<file path="src/rtl/netlist_seq_pkg.sv">
// Shared types and defaults for the HelloWorld netlist stimulus sequencer.
package netlist_seq_pkg;

  localparam int IN_W_DEF  = 3;
  localparam int OUT_W_DEF = 16;
  localparam int ERR_W     = 8;
  localparam logic [ERR_W-1:0] ERR_MAX = '1;

  typedef enum logic [2:0] {
    IDLE,
    RST,
    APPLY,
    SETTLE,
    SAMPLE,
    DONE
  } state_e;

endpackage

</file>
<file path="src/rtl/netlist_seq_vector_mem.sv">
// Vector table: one synchronous write port, one asynchronous read port.
module netlist_seq_vector_mem
  import netlist_seq_pkg::*;
#(
  parameter int DEPTH = 16,
  parameter int W     = IN_W_DEF + 2 * OUT_W_DEF
) (
  input  logic                     clk,
  input  logic                     we,
  input  logic [$clog2(DEPTH)-1:0] waddr,
  input  logic [W-1:0]             wdata,
  input  logic [$clog2(DEPTH)-1:0] raddr,
  output logic [W-1:0]             rdata
);

  logic [W-1:0] mem_q [DEPTH];

  // Contents are deliberately left unreset; the host programs them before a run.
  always_ff @(posedge clk) begin
    if (we) mem_q[waddr] <= wdata;
  end

  assign rdata = mem_q[raddr];

endmodule

</file>
<file path="src/rtl/netlist_stimulus_sequencer.sv">
// Applies a programmed table of input vectors to the HelloWorld netlist and
// checks its FINAL_OUTPUT pins against masked expected values.
module netlist_stimulus_sequencer
  import netlist_seq_pkg::*;
#(
  parameter int IN_W          = IN_W_DEF,
  parameter int OUT_W         = OUT_W_DEF,
  parameter int DEPTH         = 16,
  parameter int SETTLE_CYCLES = 2,
  parameter int RESET_CYCLES  = 2
) (
  input  logic                     bertaClock,
  input  logic                     global_reset,
  input  logic                     cfg_we,
  input  logic [$clog2(DEPTH)-1:0] cfg_addr,
  input  logic [IN_W-1:0]          cfg_stim,
  input  logic [OUT_W-1:0]         cfg_exp,
  input  logic [OUT_W-1:0]         cfg_mask,
  input  logic [$clog2(DEPTH):0]   num_vectors,
  input  logic                     start,
  input  logic                     abort,
  output logic                     busy,
  output logic                     done,
  output logic                     pass,
  output logic                     dut_reset,
  output logic [IN_W-1:0]          dut_in,
  input  logic [OUT_W-1:0]         dut_out,
  output logic [ERR_W-1:0]         err_count,
  output logic [$clog2(DEPTH)-1:0] first_err_idx,
  output logic [OUT_W-1:0]         first_err_data
);

  localparam int AW      = $clog2(DEPTH);
  localparam int NW      = AW + 1;
  localparam int ENT_W   = IN_W + 2 * OUT_W;
  localparam int CNT_MAX = (RESET_CYCLES > SETTLE_CYCLES) ? RESET_CYCLES : SETTLE_CYCLES;
  localparam int CNT_W   = $clog2(CNT_MAX + 1);
  localparam logic [CNT_W-1:0] RST_LOAD    = CNT_W'(RESET_CYCLES - 1);
  localparam logic [CNT_W-1:0] SETTLE_LOAD = CNT_W'(SETTLE_CYCLES - 1);

  state_e             state_q, state_d;
  logic [CNT_W-1:0]   cnt_q, cnt_d;
  logic [AW-1:0]      idx_q, idx_d;
  logic [NW-1:0]      n_q, n_d;
  logic [IN_W-1:0]    dut_in_q, dut_in_d;
  logic [ERR_W-1:0]   err_q, err_d;
  logic [AW-1:0]      fidx_q, fidx_d;
  logic [OUT_W-1:0]   fdata_q, fdata_d;
  logic               pass_q, pass_d;

  logic [ENT_W-1:0]   entry;
  logic [IN_W-1:0]    stim_rd;
  logic [OUT_W-1:0]   exp_rd, mask_rd;
  logic [NW-1:0]      n_start;
  logic               last_vec;
  logic               mismatch;

  netlist_seq_vector_mem #(.DEPTH(DEPTH), .W(ENT_W)) u_mem (
    .clk   (bertaClock),
    .we    (cfg_we && (state_q == IDLE)),
    .waddr (cfg_addr),
    .wdata ({cfg_stim, cfg_exp, cfg_mask}),
    .raddr (idx_q),
    .rdata (entry)
  );

  assign stim_rd  = entry[ENT_W-1 -: IN_W];
  assign exp_rd   = entry[2*OUT_W-1 -: OUT_W];
  assign mask_rd  = entry[OUT_W-1:0];
  assign n_start  = (num_vectors > NW'(DEPTH)) ? NW'(DEPTH) : num_vectors;
  assign last_vec = ({1'b0, idx_q} == (n_q - NW'(1)));

  always_comb begin
    state_d  = state_q;
    cnt_d    = cnt_q;
    idx_d    = idx_q;
    n_d      = n_q;
    dut_in_d = dut_in_q;
    err_d    = err_q;
    fidx_d   = fidx_q;
    fdata_d  = fdata_q;
    pass_d   = pass_q;
    mismatch = |((dut_out ^ exp_rd) & mask_rd);
    case (state_q)
      IDLE: begin
        if (start) begin
          n_d      = n_start;
          idx_d    = '0;
          err_d    = '0;
          fidx_d   = '0;
          fdata_d  = '0;
          pass_d   = 1'b0;
          dut_in_d = '0;
          cnt_d    = RST_LOAD;
          state_d  = RST;
        end
      end
      RST: begin
        if (cnt_q == '0) state_d = (n_q == '0) ? DONE : APPLY;
        else             cnt_d = cnt_q - CNT_W'(1);
      end
      APPLY: begin
        dut_in_d = stim_rd;
        cnt_d    = SETTLE_LOAD;
        state_d  = SETTLE;
      end
      SETTLE: begin
        if (cnt_q == '0) state_d = SAMPLE;
        else             cnt_d = cnt_q - CNT_W'(1);
      end
      SAMPLE: begin
        // err_q is zero only before the first mismatch because it saturates, never wraps.
        if (mismatch) begin
          if (err_q != ERR_MAX) err_d = err_q + ERR_W'(1);
          if (err_q == '0) begin
            fidx_d  = idx_q;
            fdata_d = dut_out;
          end
        end
        if (last_vec) state_d = DONE;
        else begin
          idx_d   = idx_q + AW'(1);
          state_d = APPLY;
        end
      end
      DONE: begin
        pass_d  = (err_q == '0);
        state_d = IDLE;
      end
      default: state_d = IDLE;
    endcase
    // Abort discards whatever this cycle would have recorded, including a SAMPLE result.
    if (abort && (state_q != IDLE)) begin
      state_d  = IDLE;
      dut_in_d = '0;
      pass_d   = 1'b0;
      idx_d    = idx_q;
      err_d    = err_q;
      fidx_d   = fidx_q;
      fdata_d  = fdata_q;
    end
  end

  always_ff @(posedge bertaClock or negedge global_reset) begin
    if (!global_reset) begin
      state_q  <= IDLE;
      cnt_q    <= '0;
      idx_q    <= '0;
      n_q      <= '0;
      dut_in_q <= '0;
      err_q    <= '0;
      fidx_q   <= '0;
      fdata_q  <= '0;
      pass_q   <= 1'b0;
    end else begin
      state_q  <= state_d;
      cnt_q    <= cnt_d;
      idx_q    <= idx_d;
      n_q      <= n_d;
      dut_in_q <= dut_in_d;
      err_q    <= err_d;
      fidx_q   <= fidx_d;
      fdata_q  <= fdata_d;
      pass_q   <= pass_d;
    end
  end

  assign busy           = (state_q != IDLE);
  assign done           = (state_q == DONE) && !abort;
  assign dut_reset      = (state_q == RST);
  assign dut_in         = dut_in_q;
  assign pass           = pass_q;
  assign err_count      = err_q;
  assign first_err_idx  = fidx_q;
  assign first_err_data = fdata_q;

endmodule
</file>
<file path="config.mk">
export PLATFORM = sky130hd
export DESIGN_NAME = netlist_stimulus_sequencer
export DESIGN_NICKNAME = d
export VERILOG_FILES = /design/src/rtl/netlist_seq_pkg.sv /design/src/rtl/netlist_seq_vector_mem.sv /design/src/rtl/netlist_stimulus_sequencer.sv
export SDC_FILE = /design/constraint.sdc
export NUM_CORES = 1
export LEC_CHECK = 0
export BUFFER_PORTS_ARGS = -buffer_cell sky130_fd_sc_hd__buf_4
export CAP_MARGIN = 20
export CORE_MARGIN = 10
export CORE_UTILIZATION = 60
export CTS_BUF_LIST = sky130_fd_sc_hd__clkbuf_16
export DETAILED_ROUTE_END_ITERATION = 7
export PLACE_DENSITY = 0.78
export SLEW_MARGIN = 20
export SYNTH_ARGS = -nofsm -noshare
export SYNTH_HDL_FRONTEND = slang
export SYNTH_SLANG_ARGS = --single-unit
</file>
<file path="constraint.sdc">
create_clock -name bertaClock -period 6.1 [get_ports bertaClock]
set_input_delay 0.915 -clock bertaClock [delete_from_list [all_inputs] [get_ports bertaClock]]
set_output_delay 0.915 -clock bertaClock [all_outputs]
set_load 0.02 [all_outputs]
</file>
After elaboration in Yosys (flattened, before gate mapping)
Memory sizes are Yosys's and may differ from the RTL's.
Cells that the tools add are included.
- add/sub/neg operators: 4
- order comparisons: 1
- equal/unequal tests: 16
- multiplexer cells: 33
- bitwise gates (word level): 3
- reduce and logical (&&, ||, !) cells: 23
- operators with widths (kind ; number):
    $mux W16 ; 3
    $pmux W16 S2 ; 1
    $mux W3 ; 8
    $mux W8 ; 3
    $and A16 B16 Y16 ; 1
    $mux W4 ; 4
    $pmux W4 S2 ; 2
    $pmux W8 S2 ; 1
    $reduce_or A16 Y1 ; 1
    $xor A16 B16 Y16 ; 1
    $pmux W3 S5 ; 1
    $ne A2 B2 Y1 const B ; 6
    $reduce_bool A3 Y1 ; 4
    $reduce_and A5 Y1 ; 2
    $add A8 B1 Y8 const B ; 1
    $logic_not A8 Y1 ; 1
    $ne A8 B8 Y1 const B ; 1
    $eq A3 B2 Y1 const B ; 2
    $eq A3 B3 Y1 const B ; 2
    $pmux W2 S3 ; 1
    $pmux W3 S2 ; 1
    $reduce_and A2 Y1 ; 3
    $reduce_and A3 Y1 ; 2
    $eq A4 B5 Y1 ; 1
    other kinds (21) ; 27
- bits in registers: 46
- memory bits (writable): 560
- output and inout bits: 35
- logic and storage cells: 90
- memories kept: 1
- memories (memory ; depth ; width ; rd ports ; clocked after Yosys merged registers in ; write ports ; RTL line ; text):
    u_mem.mem_q ; 16 ; 35 ; 1 ; 0 ; 1 ; netlist_seq_vector_mem.sv:16 ; logic [W-1:0] mem_q [DEPTH];

Longest topological paths before layout
Gate-level depths: netlist of the first run.
An unclocked memory read counts as a cell.
- depth in word-level cells: 6
- mapped depth: 14
- gate-level depth less buffers: 10

Modules after synthesis
From an unflattened synthesis of the first run, not the netlist that was laid out.
- cells, all modules: 1130
- area, all modules: 23887.9 um2
- by module, submodules not included (module ; times used ; cells each ; area each (um2) ; seq. area each (um2)):
    netlist_seq_vector_mem ; 1 ; 879 ; 21353.0 ; 16816.1
    netlist_stimulus_sequencer ; 1 ; 251 ; 2534.9 ; 1151.1

Worst setup path after synthesis of the first run
Ideal clock, no wire load.
- kind: register to register
- start: register state_q[2]
- end: memory u_mem.mem_q[0][0] (netlist bit), enable pin
- setup time: 0.471 ns
- arrival: 3.765 ns
- data required time: 5.629 ns
- setup slack: 1.864 ns
- cell stages (with the launch flop): 6
- path through: dfrtp_1 clkbuf_1 nor3_1 nand2_1 or3_1 nor3_1
- word-level cells in the longest chain between the ends: 4
- ends and longest elaborated chain (item ; RTL line ; text):
    from (decl) ; netlist_stimulus_sequencer.sv:41 ; state_e state_q, state_d;
    from (signal assigned) ; netlist_stimulus_sequencer.sv:156 ; state_q <= state_d;
    $logic_not A3 Y1 ; netlist_stimulus_sequencer.sv:60 ; .we (cfg_we && (state_q == IDLE)),
    $logic_and A1 B1 Y1 ; netlist_stimulus_sequencer.sv:60 ;
    $mux W1 ; netlist_seq_vector_mem.sv:20 ; if (we) mem_q[waddr] <= wdata;
    $mux W1 (not written as such) ; netlist_seq_vector_mem.sv:20 ;
    to (decl) ; netlist_seq_vector_mem.sv:16 ;
Every way passes these cells.

Worst setup path in the final report of the first run
- start: register idx_q[0]
- end: register fdata_q[4], in the netlist first_err_data[4]
- word-level cells in the longest chain between the ends: 6
- ends and longest elaborated chain (item ; RTL line ; text):
    from (decl) ; netlist_stimulus_sequencer.sv:43 ; logic [AW-1:0] idx_q, idx_d;
    from (signal assigned) ; netlist_stimulus_sequencer.sv:158 ; idx_q <= idx_d;
    $mem_v2 Z16 W35 (*) ; - ;
    $xor A16 B16 Y16 ; netlist_stimulus_sequencer.sv:83 ; mismatch = |((dut_out ^ exp_rd) & mask_rd);
    $and A16 B16 Y16 (*) ; netlist_stimulus_sequencer.sv:83 ;
    $reduce_or A16 Y1 (*) ; netlist_stimulus_sequencer.sv:83 ;
    $ne A2 B2 Y1 (no source line) (*) ; - ;
    $reduce_and A5 Y1 (no source line) (*) ; - ;
    to (signal assigned) ; netlist_stimulus_sequencer.sv:163 ; fdata_q <= fdata_d;
    to (decl) ; netlist_stimulus_sequencer.sv:48 ; logic [OUT_W-1:0] fdata_q, fdata_d;
Every way passes the cells marked *; elsewhere a longest branch is shown, timed or not.
A chain may end at the register's enable or synchronous reset.

==> impl_metrics.toml, run 1 <==
[die]
core-area_um2 = 40600
start_util_pct = 60.5
top_level_ports = 100
die_h_um = 222
rows = 74
dieArea_um2 = 49500
die_x_um = 222

[synth]
async_flop_share_pct = 7.59
syn_nets = 1439
syn_inst = 1369
synth-simple-area-share_pct = 4.39
synth.distinct_cells = 71
synth_compound_area_share_pct = 4.01
syn_area_per_cell_um2 = 18.0
synth_edf_count = 560
synth-main-ff-cell = "edfxtp_1"
syn_area_um2 = 24600
synth_top_family_by_area = "multiplexers"
muxShareOfSynthArea_pct = 10.9
yosysWarnings = 0
synth_fa_ha_area_share_pct = 0.254
synth_seq_area_share_pct = 73.1
ys_ff_latch = 606
synth_xor_area_share_pct = 4.74

[worst_setup_path]
start_kind = "flop"
rr_startpoint = "idx_q[0]"
crit_path_top_delay_cell = "dfrtp_4"
r2r_slack_ns = 1.46
crit_fanout = 42
cpPeakStageDelay_ns = 0.95
crit_chain = "buf_4, mux4_2, xor2_1, a21oi_1, a32oi_1, a221oi_2, a31oi_1, a2111oi_4, a211o_4, mux2i_1"
reg2reg_to = "first_err_data[4]"
crit_path_end_kind = "flop"
worstSetupPathType = "flop to flop"
required_ns = 6.60
r2r_cells = 10
cp.arrival_ns = 5.14

[clock_tree]
cts_root_buf = "clkbuf_16"
tritoncts = "built"
cts_buffer_depth = 3
hold_buffers = 0
clkTransAtPathRegs_ns = 0.06
cts_resized = 0
cts_setup_buffers = 0
cts.sink_count = 606
cts_buffers = 57
clkLatencyLatePin_ns = 0.60
cts_max_level = 2

[cells_and_area]
drive_gt1_share_pct = 21.6
final_util_pct = 68.4
synthToLayoutAreaGrowth_pct = 13.0
fin_nets = 1554

[detailed_routing]
final_antenna_net_count = 0
drtIter0Drc = 1555
drt-vias-per-instance = 6.33
wl_per_cell_um = 26.8
drt_first_pass_iters = 5
wirelength_um = 55400
vias = 13100
remaining_drc_errors = 0

[min_path]
min_path_type = "primary input to async pin"

[sta]
tns_ns = 0
maxSlewHeadroom_pct = 30.5
layout_min_cycle_time_ns = 4.64
finClkSkew_ns = 0.0153
setup-violations-final = 0
rsz0062_at_grt = "false"
slew_violations = 0
finalHoldViolCount = 0
setup_ws_ns = 1.46
worst_pin_slew_ns = 1.04
fin_crit_sh_pct = 76.1
fmax_mhz = 215

[place]
io_buffers = 99
dp_slack_ns = 1.43
detailed_place_hpwl_um = 32300
gp_congestion = 0.796

[job]
drv_cap = 0

[grt]
grt_pass1_vias = 13100
grt_max_degree = 50
grt_pass1_wl_um = 83800
grt-ovfl-total = 0
grt.total_usage_pct = 22.2
antenna_found_initial = 1

[power]
cellPowerDensity_nw_per_um2 = 351
worst_ir_drop_vdd_uv = 242
p_leak_nw = 9.34

[run_status]
status = "complete, no violations"
through the flow:
| stage | power [W] | std cells | hold slack [ns] | cell area [um2] |
|---|---|---|---|---|
| floorplan | 0.00585 | 1369 | 0.460 | 24600 |
| global placement | 0.00613 | 1957 | 0.470 | 25800 |
| detailed placement | 0.00617 | 1957 | 0.478 | 25800 |
| CTS | 0.00979 | 2065 | 0.331 | 27800 |
| global route | 0.0101 | 2065 | 0.366 | 27800 |
| finish | 0.00975 | 2066 | 0.338 | 27800 |
worst max-delay path: cells and delay by family (launching register included):
family                    cells  cell delay, ns
xor gates and xnor gates      1            0.15
AOI/OAI and AO/OA             6            1.91
DFF                           1            0.95
muxes                         2            0.86
buffers and inverters         1            0.64
kinds of logic (layout without fill, tap and decap cells):
logic type | after synthesis | in the layout
flops | 606 | 606
compound gates | 131 | 131
mux | 156 | 156
simple gates | 227 | 227
other cells | 0 | 1
buf+inv | 111 | 275
fa+ha+maj | 5 | 5
xor+xnor | 133 | 133
sequential cells by signal (all words and copies together) (netlist names):
name,count
idx_q,4
u_mem.mem_q,560
err_count,8
n_q,5
first_err_data,16
state_q,3
dut_in,3
cnt_q,2
pass,1
first_err_idx,4
area by class of cell:
type | instances | area, um2
Inverter | 42 | 158
Clock inverter | 49 | 488
Tap cell | 532 | 666
Timing Repair Buffer | 125 | 951
Multi-Input combinational cell | 652 | 6070
Clock buffer | 59 | 1480
Fill cell | 2524 | 12900
Antenna cell | 1 | 2.50
Sequential cell | 606 | 18000
report_power, final:
part           internal (W)  total (W)  leakage, nW  switching (W)
clock network       0.00217    0.00365        0.992        0.00148
logic              0.000548    0.00130         2.68       0.000750
registers           0.00468    0.00480         5.67       0.000121
synth_stat cells (3+ instances only):
cell type / n / share of area [%]
nand3_1: 27 / 0.55
xnor2_1: 20 / 0.71
a221oi_1: 10 / 0.36
buf_8: 3 / 0.18
buf_2: 28 / 0.57
a31oi_1: 8 / 0.20
and2_1: 3 / 0.076
nand4_1: 3 / 0.076
dfrtp_1: 46 / 4.7
nand2b_1: 10 / 0.25
a21oi_1: 15 / 0.31
nor3_1: 12 / 0.24
o22ai_1: 8 / 0.20
ha_1: 5 / 0.25
mux4_2: 83 / 7.6
nor2_1: 38 / 0.58
o32ai_1: 6 / 0.21
buf_4: 7 / 0.21
xor2_1: 113 / 4.0
a22oi_1: 6 / 0.18
edfxtp_1: 560 / 68
a211oi_1: 5 / 0.15
nor2b_1: 9 / 0.23
buf_6: 8 / 0.37
nor4_1: 8 / 0.20
mux2_2: 5 / 0.23
clkbuf_1: 16 / 0.24
buf_12: 5 / 0.41
and3_1: 13 / 0.33
a311oi_1: 5 / 0.18
mux4_1: 4 / 0.43
o21ai_0: 26 / 0.53
mux2i_1: 63 / 2.6
nand2_1: 88 / 1.3
o31ai_1: 4 / 0.12
a32oi_1: 5 / 0.18
inv_1: 41 / 0.63
nand3b_1: 4 / 0.12
o2111ai_1: 4 / 0.14
cell usage in the layout, fill, tap and decap left out, types with 5 or more instances in the layout:
master     netlist  layout
clkinv_2         0       7
xnor2_1         20      20
edfxtp_1       560     560
nor4_1           8       8
nand2b_1        10      10
a32oi_1          5       5
mux2_2           5       5
a221oi_1        10      10
a22oi_1          6       6
clkbuf_16        0      59
o21ai_0         26      26
nor2b_1          9       9
a311oi_1         5       5
nand3_1         27      27
xor2_1         113     113
o32ai_1          6       6
nor3_1          12       8
nand2_1         88      88
buf_4            7     124
mux4_2          83      83
bufinv_16        0      10
dfrtp_1         46      43
a31oi_1          8       8
o22ai_1          8       8
nor2_1          38      26
inv_1           41      52
nor2_4           0      12
ha_1             5       5
a211oi_1         5       5
mux2i_1         63      63
and3_1          13      13
a21oi_1         15      15
clkinv_1         0      14
layer usage:
layer	GRT usage (%)	routed length [um]	vias to the layer above
li1	-	-	5566
met1	31.5	22200	6729
met2	34.7	26800	720
met3	4.42	5590	62
met4	6.02	892	0
met5	0	0	-
worst max path at each step:
stage | startpoint | end | slack [ns] | cells after the start
6_report | idx_q[0] | first_err_data[4] | 1.46 | 10
5_1_grt | idx_q[0] | first_err_data[4] | 1.13 | 10
4_1_cts | idx_q[0] | first_err_data[4] | 1.41 | 10
3_5_place_dp | idx_q[0] | first_err_data[4] | 1.43 | 10
3_3_place_gp | idx_q[0] | first_err_data[4] | 1.53 | 10
2_1_floorplan | state_q[2] | u_mem.mem_q[0][0] | 1.86 | 5
No activity file was read; power rests on OpenSTA's default activity.
==> inputs of run 2 (changes only) <==
--- a/config.mk
+++ b/config.mk
@@ -8,10 +8,10 @@
 export BUFFER_PORTS_ARGS = -buffer_cell sky130_fd_sc_hd__buf_4
 export CAP_MARGIN = 20
 export CORE_MARGIN = 10
-export CORE_UTILIZATION = 60
+export CORE_UTILIZATION = 55
 export CTS_BUF_LIST = sky130_fd_sc_hd__clkbuf_16
 export DETAILED_ROUTE_END_ITERATION = 7
-export PLACE_DENSITY = 0.78
+export PLACE_DENSITY = 0.75
 export SLEW_MARGIN = 20
 export SYNTH_ARGS = -nofsm -noshare
 export SYNTH_HDL_FRONTEND = slang
==> constraint.sdc (replaced) <==
create_clock -name bertaClock -period 3.97 [get_ports bertaClock]
set_input_delay 0.5955 -clock bertaClock [delete_from_list [all_inputs] [get_ports bertaClock]]
set_output_delay 0.5955 -clock bertaClock [all_outputs]
set_load 0.02 [all_outputs]
==> impl_metrics.toml, run 2 (synthesized netlist as in run 1, its figures left out) <==
[power]
intPower_w = 0.0109
combPwrFrac_pct = 14.8
cellPowerDensity_nw_per_um2 = 521
seq_power_share_pct = 50.2
p_leak_nw = 9.38
pwr-share-clk_pct = 35.0
p_sw_share_pct = 24.9
power.switching_w = 0.00362
worst_ir_drop_vdd_uv = 336

[sta]
fin_crit_sh_pct = 89.6
finClkSkew_ns = 0.0285
hold_slack_ns = 0.240
maxSlewHeadroom_pct = 42.4
layout_min_cycle_time_ns = 3.56
finalHoldViolCount = 0
setup-violations-final = 0
rsz0062_at_grt = "false"
slew_violations = 0
tns_ns = 0
worst_pin_slew_ns = 0.864
fmax_mhz = 281

[place]
dp.cells = 2032
gp_congestion = 0.820
io_buffers = 99
detailed_place_hpwl_um = 33200

[cells_and_area]
layout_commonest_cell = "edfxtp_1"
final-seq-area_um2 = 18000
fin_nets = 1569
largest_reg_flops = 560
n_fill_cell = 2974
synthToLayoutAreaGrowth_pct = 13.6
largest-register = "u_mem.mem_q"
fin_cells = 2137
final_cell_mix = "edfxtp_1, buf_4, xor2_1"
multiInputGateArea_um2 = 6090
drive_gt1_share_pct = 21.9

[clock_tree]
cts_buffer_depth = 3
cts.sink_count = 606
cts_buffers = 56
hold_buffers = 1
clkTransAtPathRegs_ns = 0.06
cts_resized = 0
cts_root_buf = "clkbuf_16"
clkLatencyLatePin_ns = 0.62
cts_max_level = 2
cts_setup_buffers = 0
tritoncts = "built"

[detailed_routing]
wirelength_um = 56600
drt-vias-per-instance = 6.03
remaining_drc_errors = 0
vias = 12900
drtIter0Drc = 1564
final_antenna_net_count = 0
drt_first_pass_iters = 5
wl_per_cell_um = 26.5

[grt]
antenna_found_initial = 2
grt.total_usage_pct = 21.0
grt_pass1_wl_um = 84000
grt-ovfl-total = 0
grt_max_degree = 47
grt_pass1_vias = 13200

[worst_setup_path]
cp.arrival_ns = 4.08
crit_fanout = 22
start_kind = "flop"
required_ns = 4.49
crit_path_end_kind = "flop"
worstSetupPathType = "flop to flop"

[die]
top_level_ports = 100
dieArea_um2 = 53600
die_h_um = 231
core-area_um2 = 44200
die_x_um = 231
start_util_pct = 55.6
rows = 77

[min_path]
min_path_type = "primary input to flop"

[run_status]
status = "complete, no violations"

[job]
drv_cap = 0
## run 2: per-stage QoR
step           total power [W]  worst slack, ns  util (%)  area (um2)
2_1_floorplan          0.00899          0.00278         -       24600
3_3_place_gp           0.00953            0.476      59.2       26200
3_5_place_dp           0.00958            0.417      59.2       26200
4_1_cts                 0.0146            0.360      63.2       27900
5_1_grt                 0.0150            0.163      63.2       27900
6_report                0.0146            0.412      63.2       27900
## run 2: worst paths after layout
path,slack (ns),start,endpoint,cells after the start
worst min register to register,0.48,dut_in[0],dut_in[0],2
min in group asynchronous,0.54,global_reset,first_err_data[12],2
max in group asynchronous,2.96,global_reset,idx_q[1],2
worst min-delay path,0.24,num_vectors[4],n_q[4],3
worst max-delay path,0.41,idx_q[0],first_err_data[13],11
worst max register to register,0.41,idx_q[0],first_err_data[13],11
## run 2: metal layers
metal	share of wire [%]	GRT usage, %	vias to the layer above
met5	0	0	-
met4	2.3	6.58	0
met3	8.6	4.87	89
met2	48	33.8	538
met1	41	28.2	6681
li1	-	-	5584
## run 2: area by class of cell
class	count	share of cell area, %
Antenna cell	2	0.0179
Inverter	42	0.564
Clock buffer	57	5.11
Multi-Input combinational cell	652	21.8
Tap cell	592	2.65
Sequential cell	606	64.3
Clock inverter	45	1.09
Timing Repair Buffer	141	4.42
## run 2: power groups by stage
| stage | sequential [W] | clock (W) | combinational, W |
|---|---|---|---|
| floorplan | 0.00742 | 0 | 0.00157 |
| global placement | 0.00742 | 0 | 0.00210 |
| detailed placement | 0.00743 | 0 | 0.00215 |
| CTS | 0.00730 | 0.00516 | 0.00216 |
| global route | 0.00731 | 0.00539 | 0.00232 |
| finish | 0.00730 | 0.00510 | 0.00215 |
## run 2: worst max-delay path: stages (launching register included)
cell	delay [ns]
dfrtp_4	0.54
buf_12	0.24
buf_12	0.20
mux4_2	0.52
mux2i_1	0.20
xor2_1	0.17
nor2_1	0.08
nor4_1	0.23
a22oi_2	0.14
a2111oi_4	0.43
a211o_4	0.41
mux2i_1	0.25
